**config.mk**
```make
export PLATFORM = sky130hd
export DESIGN_NAME = mem_arbiter
export DESIGN_NICKNAME = d
export VERILOG_FILES = /design/src/rtl/mem_arbiter.sv
export SDC_FILE = /design/constraint.sdc
export NUM_CORES = 1
export LEC_CHECK = 0
export BUFFER_PORTS_ARGS = -buffer_cell sky130_fd_sc_hd__buf_2
export CAP_MARGIN = 20
export CORE_UTILIZATION = 30
export DETAILED_ROUTE_END_ITERATION = 16
export PLACE_DENSITY_LB_ADDON = 0.08
export SETUP_SLACK_MARGIN = 0.1
export SLEW_MARGIN = 20
export SYNTH_ARGS = -nofsm -noshare
export SYNTH_HDL_FRONTEND = slang
export SYNTH_SLANG_ARGS = --single-unit
```
**constraint.sdc**
```tcl
create_clock -name clk -period 2.3 [get_ports clk]
set_input_delay 0.345 -clock clk [delete_from_list [all_inputs] [get_ports clk]]
set_output_delay 0.345 -clock clk [all_outputs]
set_load 0.01 [all_outputs]
```
**src/rtl/mem_arbiter.sv**
```systemverilog
// Two-master arbiter (m0 = core LSU, m1 = DMA/debug) onto one single-outstanding memory port, with a response timeout.
// Grant is combinational in IDLE, the completion pulse arrives one cycle after mem_rvalid; a master waits until IDLE (MEM_ARB_FIXED_PRIO_EN: m0 always wins ties).
module mem_arbiter #(
    parameter int unsigned TIMEOUT = 64
) (
    input  logic        clk,
    input  logic        rstn,
    input  logic        m0_req,
    input  logic        m0_we,
    input  logic [31:0] m0_addr,
    input  logic [31:0] m0_wdata,
    input  logic [3:0]  m0_be,
    output logic        m0_gnt,
    output logic        m0_rvalid,
    output logic [31:0] m0_rdata,
    output logic        m0_err,
    input  logic        m1_req,
    input  logic        m1_we,
    input  logic [31:0] m1_addr,
    input  logic [31:0] m1_wdata,
    input  logic [3:0]  m1_be,
    output logic        m1_gnt,
    output logic        m1_rvalid,
    output logic [31:0] m1_rdata,
    output logic        m1_err,
    output logic        mem_req,
    output logic        mem_we,
    output logic [31:0] mem_addr,
    output logic [31:0] mem_wdata,
    output logic [3:0]  mem_be,
    input  logic        mem_gnt,
    input  logic        mem_rvalid,
    input  logic [31:0] mem_rdata
);

    localparam logic [1:0] S_IDLE = 2'd0;
    localparam logic [1:0] S_REQ  = 2'd1;
    localparam logic [1:0] S_RESP = 2'd2;
    // The counter starts at 0 on the first REQ cycle, so the completion lands exactly TIMEOUT cycles after mem_req rises.
    localparam logic [7:0] TMO_LAST = 8'(TIMEOUT - 1);

    logic [1:0]  state;
    logic [7:0]  tmo_cnt;
    logic        owner;
    logic        last_owner;
    logic        pick;
    logic        grant;
    logic        tmo_hit;
    logic        done;
    logic        done_err;
    logic [31:0] done_data;

    always_comb begin
`ifdef MEM_ARB_FIXED_PRIO_EN
        pick = !m0_req;
`else
        pick = (m0_req && m1_req) ? !last_owner : m1_req;
`endif
        grant  = rstn && (state == S_IDLE) && (m0_req || m1_req);
        m0_gnt = grant && !pick;
        m1_gnt = grant && pick;
    end

    assign mem_req = (state == S_REQ);
    assign tmo_hit = (tmo_cnt == TMO_LAST);

    // A real response in the final RESP cycle beats the timeout.
    always_comb begin
        done      = 1'b0;
        done_err  = 1'b0;
        done_data = mem_rdata;
        case (state)
            S_REQ: begin
                if (tmo_hit) begin
                    done     = 1'b1;
                    done_err = 1'b1;
                end
            end
            S_RESP: begin
                if (mem_rvalid) begin
                    done = 1'b1;
                end else if (tmo_hit) begin
                    done     = 1'b1;
                    done_err = 1'b1;
                end
            end
            default: ;
        endcase
        if (done_err) begin
            done_data = '0;
        end
    end

    always_ff @(posedge clk) begin
        if (!rstn) begin
            state      <= S_IDLE;
            tmo_cnt    <= '0;
            owner      <= 1'b0;
            last_owner <= 1'b1;
            mem_we     <= 1'b0;
            mem_addr   <= '0;
            mem_wdata  <= '0;
            mem_be     <= '0;
            m0_rvalid  <= 1'b0;
            m0_err     <= 1'b0;
            m0_rdata   <= '0;
            m1_rvalid  <= 1'b0;
            m1_err     <= 1'b0;
            m1_rdata   <= '0;
        end else begin
            m0_rvalid <= 1'b0;
            m0_err    <= 1'b0;
            m1_rvalid <= 1'b0;
            m1_err    <= 1'b0;
            if (done) begin
                if (owner) begin
                    m1_rvalid <= 1'b1;
                    m1_err    <= done_err;
                    m1_rdata  <= done_data;
                end else begin
                    m0_rvalid <= 1'b1;
                    m0_err    <= done_err;
                    m0_rdata  <= done_data;
                end
            end
            case (state)
                S_IDLE: begin
                    if (grant) begin
                        owner      <= pick;
                        last_owner <= pick;
                        mem_we     <= pick ? m1_we    : m0_we;
                        mem_addr   <= pick ? m1_addr  : m0_addr;
                        mem_wdata  <= pick ? m1_wdata : m0_wdata;
                        mem_be     <= pick ? m1_be    : m0_be;
                        tmo_cnt    <= '0;
                        state      <= S_REQ;
                    end
                end
                S_REQ: begin
                    tmo_cnt <= tmo_cnt + 8'd1;
                    if (done) begin
                        state <= S_IDLE;
                    end else if (mem_gnt) begin
                        state <= S_RESP;
                    end
                end
                S_RESP: begin
                    tmo_cnt <= tmo_cnt + 8'd1;
                    if (done) begin
                        state <= S_IDLE;
                    end
                end
                default: state <= S_IDLE;
            endcase
        end
    end

endmodule

```
; ---- Word-level counts from Yosys, hierarchy flattened
; Cells that the tools add are included.
[op_classes]
n_addsub = 1
eq_ne = 6
muxes = 20
bitwise_logic = 3
reduce_logical = 19
[ops]
columns = op, count
row1 = $mux W32, 3
row2 = $pmux W8 S2, 1
row3 = $reduce_and A2 Y1, 5
row4 = $add A8 B1 Y8 const B, 1
row5 = $eq A8 B6 Y1 const B, 1
row6 = $mux W2, 4
row7 = $mux W8, 1
row8 = $mux W1, 7
row9 = $pmux W2 S3, 1
row10 = $reduce_and A3 Y1, 2
row11 = $logic_and A1 B1 Y1, 5
row12 = $mux W4, 1
row13 = $ne A2 B2 Y1 const B, 2
row14 = $pmux W1 S2, 2
row15 = $ne A3 B1 Y1 const B, 1
row16 = $not A1 Y1, 3
row17 = $reduce_or A3 Y1, 1
row18 = $eq A2 B1 Y1 const B, 1
row19 = $eq A2 B2 Y1 const B, 1
row20 = $logic_not A1 Y1, 2
row21 = $logic_not A2 Y1, 1
row22 = $reduce_bool A2 Y1, 1
row23 = $reduce_or A2 Y1, 1
row24 = $logic_or A1 B1 Y1, 1
[word_totals]
register_bits = 149
inputBits = 176
out_inout_bits = 140
wordCells = 63

; ---- Depth between registers and ports, before layout
; Gate-level depths: netlist of the first run.
[depth]
ltp_word = 6
depth_mapped = 7
ltp_nobuf = 6

; ---- Least setup slack after synthesis of the first run
; OpenSTA, ideal clock, no wires.
[synth_path]
kind = reg-to-reg
start = reg tmo_cnt[0]
end = reg m0_rdata[31]
setup_time_ns = 0.072
arrival_time_ns = 1.880
required_ns = 2.228
setup_slack_ns = 0.348
path_stages_with_launch = 7
n_path_buf = 1
period_less_slack_ns = 1.952
cell_sequence = dfxtp_1 ha_1 nand4bb_1 o31a_1 a211oi_4 buf_8 mux2i_1
[synth_between]
elab_chain_cells = 5
elab_cells_between_ends = 8
cone_classes = 1 x eq/ne / 6 x mux / 1 x reduce/logical
[synth_lines]
columns = item, line
row1 = "start, declared", 43  ; logic [7:0] tmo_cnt;
row2 = "start signal, assigned", 140  ; tmo_cnt <= tmo_cnt + 8'd1;
row3 = "start signal, assigned", 148  ; tmo_cnt <= tmo_cnt + 8'd1;
row4 = $eq A8 B6 Y1 (*), 65  ; assign tmo_hit = (tmo_cnt == TMO_LAST);
row5 = $mux W1 (*), "74, 82"
row6 = $mux W1, 80  ; if (mem_rvalid) begin
row7 = $pmux W1 S2, 72  ; case (state)
row8 = $mux W32 or $reduce_and A2 Y1 (tied branches), --
row9 = "end signal, assigned", 123  ; m0_rdata <= done_data;
row10 = "end, declared", 15  ; output logic [31:0] m0_rdata,
; Mark *: on every way between the ends. The rest lies on a longest branch, timed or not.
; A chain may end at the register's enable or synchronous reset.

; ---- Final worst setup path of the first run
[layout_path]
start = reg tmo_cnt[0]
end = reg m1_rdata[14]
[layout_between]
elab_chain_cells = 5
elab_cells_between_ends = 8
cone_classes = 1 x eq/ne / 6 x mux / 1 x reduce/logical
[layout_lines]
columns = item, line
row1 = $eq A8 B6 Y1 (*), 65
row2 = $mux W1 (*), "74, 82"
row3 = $mux W1, 80
row4 = $pmux W1 S2, 72
row5 = $mux W32 or $reduce_and A2 Y1 (tied branches), --
row6 = "end signal, assigned", 119  ; m1_rdata <= done_data;
row7 = "end, declared", 24  ; output logic [31:0] m1_rdata,
; Marks and branches as above.

==> flow_summary_export.csv, run 1 <==
group,metric,value,unit
timing,setup_ws,0.257,ns
layout,final_nets,1065,
synth,biggest_area_consumer_among_synthesized_cells,"sky130_fd_sc_hd__dfxtp_1",
clock_tree,clock_path_buffers,2,
run_status,run_status,"complete, no violations",
placement,gp_congestion,0.815,
clock_tree,cts_root_buffer,"sky130_fd_sc_hd__clkbuf_16",
layout,n_fill_cell,1937,
hold_path,worst_hold_path.endpoint,"mem_addr[28]",
layout,commonest_cells_after_routing_fill_and_taps_aside,"314 x sky130_fd_sc_hd__buf_2, 149 x sky130_fd_sc_hd__dfxtp_1, 75 x sky130_fd_sc_hd__nand2_1, 75 x sky130_fd_sc_hd__nor2_1, 67 x sky130_fd_sc_hd__a222oi_1",
layout,layout-drive-gt1-share,42.4,%
timing,achievable-frequency,0.490,GHz
critical_path,path_max_fanout,16,
timing,slew_headroom,38.8,%
critical_path,arrival,2.38,ns
synth,synthesis_stage_register_bit_count,149,
critical_path,timing.setup.critical_path_class,"reg -> reg",
detailed_routing,drt_iter0_drc,433,
layout,area_occupied_by_registers,2980,µm²
hold_path,hp-class,"in -> reg",
synth,yosys.area.top_type_share,50.5,%
die,fp.dieArea,20300,µm²
placement,place_hpwl,14100,µm
placement,preCtsSetupSlack,0.178,ns
layout,final_design_area_no_fill,8320,µm²
die,die_width,142,µm
detailed_routing,route.vias.total,5773,
layout,postLayoutCoreUtil,43.7,%
synth,syn_inst,578,
synth,synth.avg_cell_area,10.2,µm²
timing,timing.final.crit_share,88.8,%
synth,synth.yosys.warnings,0,
pwr,power_leakage,3.73,nW
die,floorplan.core_area,19000,µm²
timing,slew_viol_final,0,
detailed_routing,dr.pass1.iters,10,
pwr,clockPowerShare,37.4,%
timing,grt_setup_unrepaired,"no",
hold_path,hold_path_depth,3,
pwr,power_per_cell_area,889,nW/µm²
critical_path,required_time_of_the_critical_path,2.63,ns
timing,hold_ws,0.122,ns
pwr,combPwrFrac,22.8,%
detailed_routing,detail_route.wirelength,19800,µm
hold_path,min-delay-start,"m1_addr[28]",
critical_path,crit-reg2reg-launch,"tmo_cnt[0]",
pwr,cellInternalPower,5.20,mW
clock_tree,cts_tree,"done",
critical_path,critPathSlowestCell,"sky130_fd_sc_hd__dfxtp_1",
critical_path,reg2reg_to,"m1_rdata[14]",
synth,synth_net_count,759,
synth,synth_top_cells_by_area,"sky130_fd_sc_hd__dfxtp_1 50%, sky130_fd_sc_hd__a222oi_1 11%, sky130_fd_sc_hd__mux2i_1 11%",
critical_path,cp.buffers_inverters,2,
critical_path,cp_cell_sequence,"ha_2 -> nand4bb_1 -> o31a_1 -> a211oi_4 -> buf_4 -> clkbuf_16 -> mux2i_1",
placement,portBuffers,315,
global_routing,grt_util_all_layers,18.6,%
timing,final.min_clock_period,2.04,ns
flow_run,drv.max_cap_violation_count,0,
synth,synth.distinct_cells,40,
critical_path,cp_top_family,"compound AO/OA/AOI/OAI gates",
detailed_routing,route.detailed.wl_per_inst,17.1,µm
timing,hold_viol_final,0,
placement,placed_area,7620,µm²
critical_path,worst_path_largest_cell_delay,0.39,ns
pwr,ir_drop,470,µV
global_routing,global_route_wire_length_before_repair,29100,µm
pwr,power.switching_fraction,29.8,%
global_routing,antenna_found_initial,4,
detailed_routing,viasPerCell,4.99,
pwr,sequentialPowerShare,39.8,%
layout,final_cell_count_no_fill,1157,
clock_tree,cts_made_buffers,17,
clock_tree,clk_pin_slew,0.06,ns
layout,most_common_cell_after_layout_fill_and_taps_aside,"sky130_fd_sc_hd__buf_2",
timing,fin_worst_skew,0.0103,ns
synth,synthesis.area,5910,µm²
die,floorplan.initialDensity,31.1,%
detailed_routing,drc,0,
pwr,net-switching-power,2.20,mW
detailed_routing,drtAntennaViolNets,0,
clock_tree,clock_sinks,149,
critical_path,r2r_slack,0.26,ns
timing,sum_of_negative_setup_slack,0,ns
die,fp-row-count,50,
synth,ys_seq_area_share,50.5,%
timing,finalSetupViolCount,0,
clock_tree,insertion_delay,0.41,ns
clock_tree,htree_num_levels,4,
timing,worst_slew_pin_slew,0.918,ns
die,boundaryPins,316,
critical_path,start_kind,"flop",
layout,area_delta_synth_final,40.8,%
pwr,post-layout-total-power,7.40,mW
critical_path,worst_setup_path_end_kind,"flop",
placement,place_inst,1117,
layout,multi_input_area,2550,µm²
die,floorplan.die.height,142,µm
global_routing,overflow,0,
global_routing,grt_pass1_vias,5520,
global_routing,grt_max_degree,98,
critical_path,timing.reg2reg.worst_path_depth,7,
[how the worst max path moves through the flow]
stage	from	to	slack [ns]	cells past startpoint
floorplan	tmo_cnt[0]	m0_rdata[31]	0.35	6
CTS	state[0]	m0_gnt	0.13	5
global route	tmo_cnt[0]	m0_rdata[6]	0.12	7
finish	tmo_cnt[0]	m1_rdata[14]	0.26	7
global placement	tmo_cnt[0]	m0_rdata[14]	0.29	6
detailed placement	tmo_cnt[0]	m0_rdata[11]	0.18	6
[tightest hold or removal path, delay by kind of cell]
family,cells,cell delay (ns)
buffers and inverters,1,0.07
and+or+nand+nor,2,0.08
[state kept, by name, summed over array words and instances, names as in the netlist]
register	flops
m0_rdata	32
mem_be	4
state	2
tmo_cnt	8
last_owner	1
mem_addr	32
m1_rvalid	1
mem_we	1
m0_rvalid	1
m1_err	1
mem_wdata	32
m0_err	1
m1_rdata	32
owner	1
[routing by layer]
layer | global-route usage [%] | vias up | share of wire (%)
li1 | - | 2760 | -
met1 | 21.1 | 2665 | 40
met2 | 31.2 | 307 | 48
met3 | 7.00 | 33 | 10
met4 | 8.38 | 8 | 2.1
met5 | 0 | - | 0.29
[Yosys cell counts]
| cell type | instances |
|---|---|
| sky130_fd_sc_hd__a22oi_1 | 2 |
| sky130_fd_sc_hd__and4bb_2 | 1 |
| sky130_fd_sc_hd__buf_8 | 6 |
| sky130_fd_sc_hd__ha_1 | 5 |
| sky130_fd_sc_hd__xnor2_1 | 6 |
| sky130_fd_sc_hd__a211oi_4 | 2 |
| sky130_fd_sc_hd__mux2i_1 | 66 |
| sky130_fd_sc_hd__a211oi_1 | 3 |
| sky130_fd_sc_hd__and3_2 | 1 |
| sky130_fd_sc_hd__nor2b_1 | 1 |
| sky130_fd_sc_hd__o211ai_1 | 2 |
| sky130_fd_sc_hd__dfxtp_1 | 149 |
| sky130_fd_sc_hd__a21oi_1 | 5 |
| sky130_fd_sc_hd__nor3_1 | 2 |
| sky130_fd_sc_hd__and2_2 | 1 |
| sky130_fd_sc_hd__o31a_1 | 1 |
| sky130_fd_sc_hd__nand4_1 | 2 |
| sky130_fd_sc_hd__o221ai_1 | 1 |
| sky130_fd_sc_hd__buf_2 | 1 |
| sky130_fd_sc_hd__clkbuf_8 | 13 |
| sky130_fd_sc_hd__nor2_1 | 75 |
| sky130_fd_sc_hd__o2111ai_1 | 1 |
| sky130_fd_sc_hd__a32oi_1 | 2 |
| sky130_fd_sc_hd__o21ai_1 | 1 |
| sky130_fd_sc_hd__a21boi_0 | 1 |
| sky130_fd_sc_hd__a222oi_1 | 67 |
| sky130_fd_sc_hd__inv_2 | 1 |
| sky130_fd_sc_hd__a31o_2 | 1 |
| sky130_fd_sc_hd__a311oi_1 | 1 |
| sky130_fd_sc_hd__o21ai_0 | 3 |
| sky130_fd_sc_hd__dlygate4sd1_1 | 1 |
| sky130_fd_sc_hd__and2_1 | 1 |
| sky130_fd_sc_hd__nor4_1 | 2 |
| sky130_fd_sc_hd__nand4bb_1 | 1 |
| sky130_fd_sc_hd__nand3_1 | 38 |
| sky130_fd_sc_hd__clkbuf_1 | 29 |
| sky130_fd_sc_hd__nand2b_1 | 1 |
| sky130_fd_sc_hd__nand2_1 | 75 |
| sky130_fd_sc_hd__inv_1 | 5 |
| sky130_fd_sc_hd__a31oi_1 | 2 |
[cell families after synthesis]
family	synth area share [%]
and+or+nand+nor	14.3
DFF	50.5
AOI/OAI and AO/OA	15.1
muxes	11.2
buffers and inverters	7.01
xor gates and xnor gates	0.889
adders and majority gates	1.06
[power groups by stage]
| stage | clock network, mW | logic [mW] | registers (mW) |
|---|---|---|---|
| floorplan | 0 | 0.903 | 3.07 |
| global placement | 0 | 1.64 | 2.99 |
| detailed placement | 0 | 1.66 | 2.99 |
| CTS | 2.85 | 1.67 | 2.94 |
| global route | 2.97 | 1.83 | 2.97 |
| finish | 2.77 | 1.68 | 2.95 |
[area by class of cell]
class | instances | share of cell area [%]
Antenna cell | 1 | 0.0301
Clock buffer | 21 | 5.66
Clock inverter | 10 | 1.49
Inverter | 6 | 0.271
Multi-Input combinational cell | 373 | 30.6
Sequential cell | 149 | 35.9
Tap cell | 260 | 3.91
Timing Repair Buffer | 337 | 22.1
[repair_timing]
item	in CTS	in global routing
hold buffers	0	0
resized for setup	0	2
endpoints found under the setup margin	0	66
setup buffers	0	6
hold endpoints to repair	0	0
Note: power is estimated with default switching activity, not from simulation.
==> inputs of run 2 (changes only) <==
--- a/config.mk
+++ b/config.mk
@@ -5,8 +5,11 @@
 export SDC_FILE = /design/constraint.sdc
 export NUM_CORES = 1
 export LEC_CHECK = 0
+export ABC_AREA = 1
 export BUFFER_PORTS_ARGS = -buffer_cell sky130_fd_sc_hd__buf_2
 export CAP_MARGIN = 20
+export CELL_PAD_IN_SITES_DETAIL_PLACEMENT = 0
+export CELL_PAD_IN_SITES_GLOBAL_PLACEMENT = 1
 export CORE_UTILIZATION = 30
 export DETAILED_ROUTE_END_ITERATION = 16
 export PLACE_DENSITY_LB_ADDON = 0.08
==> run 2 against run 1 <==
Setup slack worse by 0.022 ns. Global-route usage is 1.9 points higher. First-iteration DRC count is 26% lower. Highest routed layer is now met4. Fmax is 1.1% lower. Cell count is 24% higher. Core utilization is 0.29 points higher. Sequential power is 3% higher. Sequential cell count stayed put. Count of clock-buffer cells in the layout is 3 lower. Sequential share of layout area is 1.2 points lower. Clock skew is 0.0034 ns higher.
==> flow_summary_export.csv, run 2 <==
group,metric,value,unit
timing,finalSetupViolCount,0,
synth,synth.most_common_cell,"sky130_fd_sc_hd__nand2_1",
clock_tree,htree_num_levels,4,
layout,n_fill_cell,2111,
critical_path,timing.reg2reg.worst_path_depth,10,
critical_path,required_time_of_the_critical_path,1.96,ns
synth,synth_top_family_by_area,"simple AND/OR/NAND/NOR gates",
synth,ys_dominant_reg_cell,"sky130_fd_sc_hd__dfxtp_1",
clock_tree,cts_made_buffers,17,
placement,preCtsSetupSlack,0.104,ns
detailed_routing,dr.pass1.iters,5,
critical_path,crit-reg2reg-launch,"tmo_cnt[0]",
synth,synth_simple_gate_area_share,28.0,%
timing,worst_slew_pin_slew,0.670,ns
critical_path,start_kind,"flop",
global_routing,antenna_found_initial,4,
hold_path,hp-class,"in -> reg",
clock_tree,cts_root_buffer,"sky130_fd_sc_hd__clkbuf_16",
timing,final.min_clock_period,2.06,ns
synth,yosys.area.top_type_share,49.9,%
timing,sum_of_negative_setup_slack,0,ns
synth,synth.distinct_cells,25,
detailed_routing,detail_route.wirelength,21400,µm
die,floorplan.initialDensity,30.6,%
pwr,power_per_cell_area,909,nW/µm²
synth,synth-adder-area-share,1.05,%
synth,async_reset_ff_share,0,%
detailed_routing,viasPerCell,4.36,
timing,grt_setup_unrepaired,"no",
synth,synthesis_stage_register_bit_count,149,
synth,synth_compound_area_share,14.0,%
die,die_width,143,µm
pwr,power_leakage,4.28,nW
synth,synthesis.area,5980,µm²
timing,hold_viol_final,0,
synth,synth_xor_area_share,0.146,%
synth,synth_net_count,1022,
clock_tree,clock_path_buffers,2,
layout,final_nets,1335,
synth,synth.avg_cell_area,7.11,µm²
placement,place_hpwl,15300,µm
clock_tree,clock_sinks,149,
die,floorplan.core_area,19500,µm²
critical_path,arrival,1.72,ns
clock_tree,insertion_delay,0.42,ns
placement,gp_congestion,0.761,
critical_path,reg2reg_to,"m1_rdata[6]",
hold_path,hold_path_depth,3,
clock_tree,clk_pin_slew,0.06,ns
synth,synth_top_cells_by_area,"sky130_fd_sc_hd__dfxtp_1 50%, sky130_fd_sc_hd__nand2_1 15%, sky130_fd_sc_hd__nor2_1 11%",
detailed_routing,drt_iter0_drc,320,
synth,synth_edf_count,0,
timing,slew_headroom,55.3,%
layout,commonest_cells_after_routing_fill_and_taps_aside,"315 x sky130_fd_sc_hd__buf_2, 233 x sky130_fd_sc_hd__nand2_1, 178 x sky130_fd_sc_hd__nor2_1",
run_status,run_status,"complete, no violations",
synth,biggest_area_consumer_among_synthesized_cells,"sky130_fd_sc_hd__dfxtp_1",
die,floorplan.die.height,143,µm
detailed_routing,drc,0,
critical_path,worst_setup_path_end_kind,"primary output",
detailed_routing,drtAntennaViolNets,0,
synth,syn_inst,841,
critical_path,r2r_slack,0.33,ns
hold_path,min-delay-start,"m1_wdata[27]",
global_routing,grt_max_degree,67,
timing,fin_worst_skew,0.0137,ns
synth,muxShareOfSynthArea,0,%
critical_path,path_max_fanout,6,
hold_path,worst_hold_path.endpoint,"mem_wdata[27]",
timing,setup_ws,0.235,ns
layout,most_common_cell_after_layout_fill_and_taps_aside,"sky130_fd_sc_hd__buf_2",
clock_tree,cts_tree,"done",
timing,achievable-frequency,0.484,GHz
pwr,ir_drop,436,µV
detailed_routing,route.vias.total,6252,
detailed_routing,route.detailed.wl_per_inst,14.9,µm
timing,timing.final.crit_share,89.8,%
global_routing,grt_util_all_layers,20.6,%
layout,layout-drive-gt1-share,33.7,%
die,fp-row-count,51,
die,fp.dieArea,20500,µm²
global_routing,global_route_wire_length_before_repair,31900,µm
layout,area_delta_synth_final,43.7,%
die,boundaryPins,316,
synth,synth.yosys.warnings,0,
timing,slew_viol_final,0,
global_routing,overflow,0,
global_routing,grt_pass1_vias,5782,
synth,synth_common_cells,"234 x sky130_fd_sc_hd__nand2_1, 180 x sky130_fd_sc_hd__nor2_1, 149 x sky130_fd_sc_hd__dfxtp_1, 67 x sky130_fd_sc_hd__a31oi_1, 57 x sky130_fd_sc_hd__o21ai_0",
critical_path,timing.setup.critical_path_class,"reg -> out",
synth,ys_seq_area_share,49.9,%
flow_run,drv.max_cap_violation_count,0,
placement,portBuffers,315,
run 2: cell count changes in the layout (fill, tap and decap cells not counted), moves of 30 or more:
cell	previous run	this run
sky130_fd_sc_hd__a222oi_1	67	0
sky130_fd_sc_hd__inv_1	5	47
sky130_fd_sc_hd__a31oi_1	2	67
sky130_fd_sc_hd__o21ai_0	2	57
sky130_fd_sc_hd__mux2i_1	66	0
sky130_fd_sc_hd__nor2_1	75	178
sky130_fd_sc_hd__nand2_1	75	233
sky130_fd_sc_hd__nand3_1	38	8
run 2: critical path: stages (launching register included):
cell and delay (ns):
sky130_fd_sc_hd__dfxtp_1 0.33, sky130_fd_sc_hd__inv_2 0.10, sky130_fd_sc_hd__ha_4 0.17, sky130_fd_sc_hd__inv_2 0.04, sky130_fd_sc_hd__nor2_4 0.15, sky130_fd_sc_hd__nand2_4 0.10
sky130_fd_sc_hd__a21oi_4 0.15, sky130_fd_sc_hd__buf_12 0.14, sky130_fd_sc_hd__buf_2 0.13
run 2: logic make-up (layout without fill, tap and decap cells):
kind of cell             count (synthesis)  count (layout)
AO/OA/AOI/OAI                          147             147
flip-flops                             149             149
XOR/XNOR                                 1               1
buffers and inverters                  104             430
other                                    0               1
AND/OR/NAND/NOR                        435             435
adder cells (fa/ha/maj)                  5               5
run 2: power by group:
part / switching (mW) / internal, mW / leakage [nW]
Sequential: 0.153 / 2.88 / 1.21
Clock: 1.21 / 1.55 / 0.276
Combinational: 1.23 / 0.791 / 2.79
run 2: what timing repair did:
action                                  CTS  global route
hold buffers                              0             0
endpoints found under the setup margin    5            36
setup buffers                             3             3
gates resized for setup                   4             6
pin swaps                                 1             1
run 2: metrics by stage:
stage          std cells  instance area, µm²  hold slack (ns)  util, %  total power [mW]
5_1_grt             1432                8590            0.163     44.0              8.29
3_3_place_gp        1394                7920            0.440     40.6              5.03
6_report            1433                8600            0.157     44.0              7.82
2_1_floorplan        841                5980            0.452        -              4.19
4_1_cts             1429                8560            0.131     43.8              7.88
3_5_place_dp        1394                7920            0.436     40.6              5.01
run 2: layer usage:
layer	routed length [µm]	vias up	global-route usage [%]
met2	10200	174	33.1
met4	217	0	6.33
li1	-	3322	-
met5	0	-	0
met1	9400	2744	26.1
met3	1530	12	6.54
run 2: worst max-delay path by stage:
stage,start,to,cells past startpoint
6_report,state[0],m0_gnt,8
5_1_grt,state[0],m0_gnt,8
4_1_cts,state[0],m0_gnt,8
3_5_place_dp,state[0],m0_rdata[26],9
3_3_place_gp,state[0],m0_rdata[22],9
2_1_floorplan,state[0],m0_gnt,7
run 2: final cells by class:
type	instances	area (µm²)	share of cell area (%)
diodes	1	2.50	0.0291
clock buffers	18	439	5.11
clock inverters	14	143	1.66
inverters	53	201	2.34
multi-input cells	588	2630	30.6
flip-flops and latches	149	2980	34.7
well taps	265	332	3.86
repair buffers	345	1870	21.7
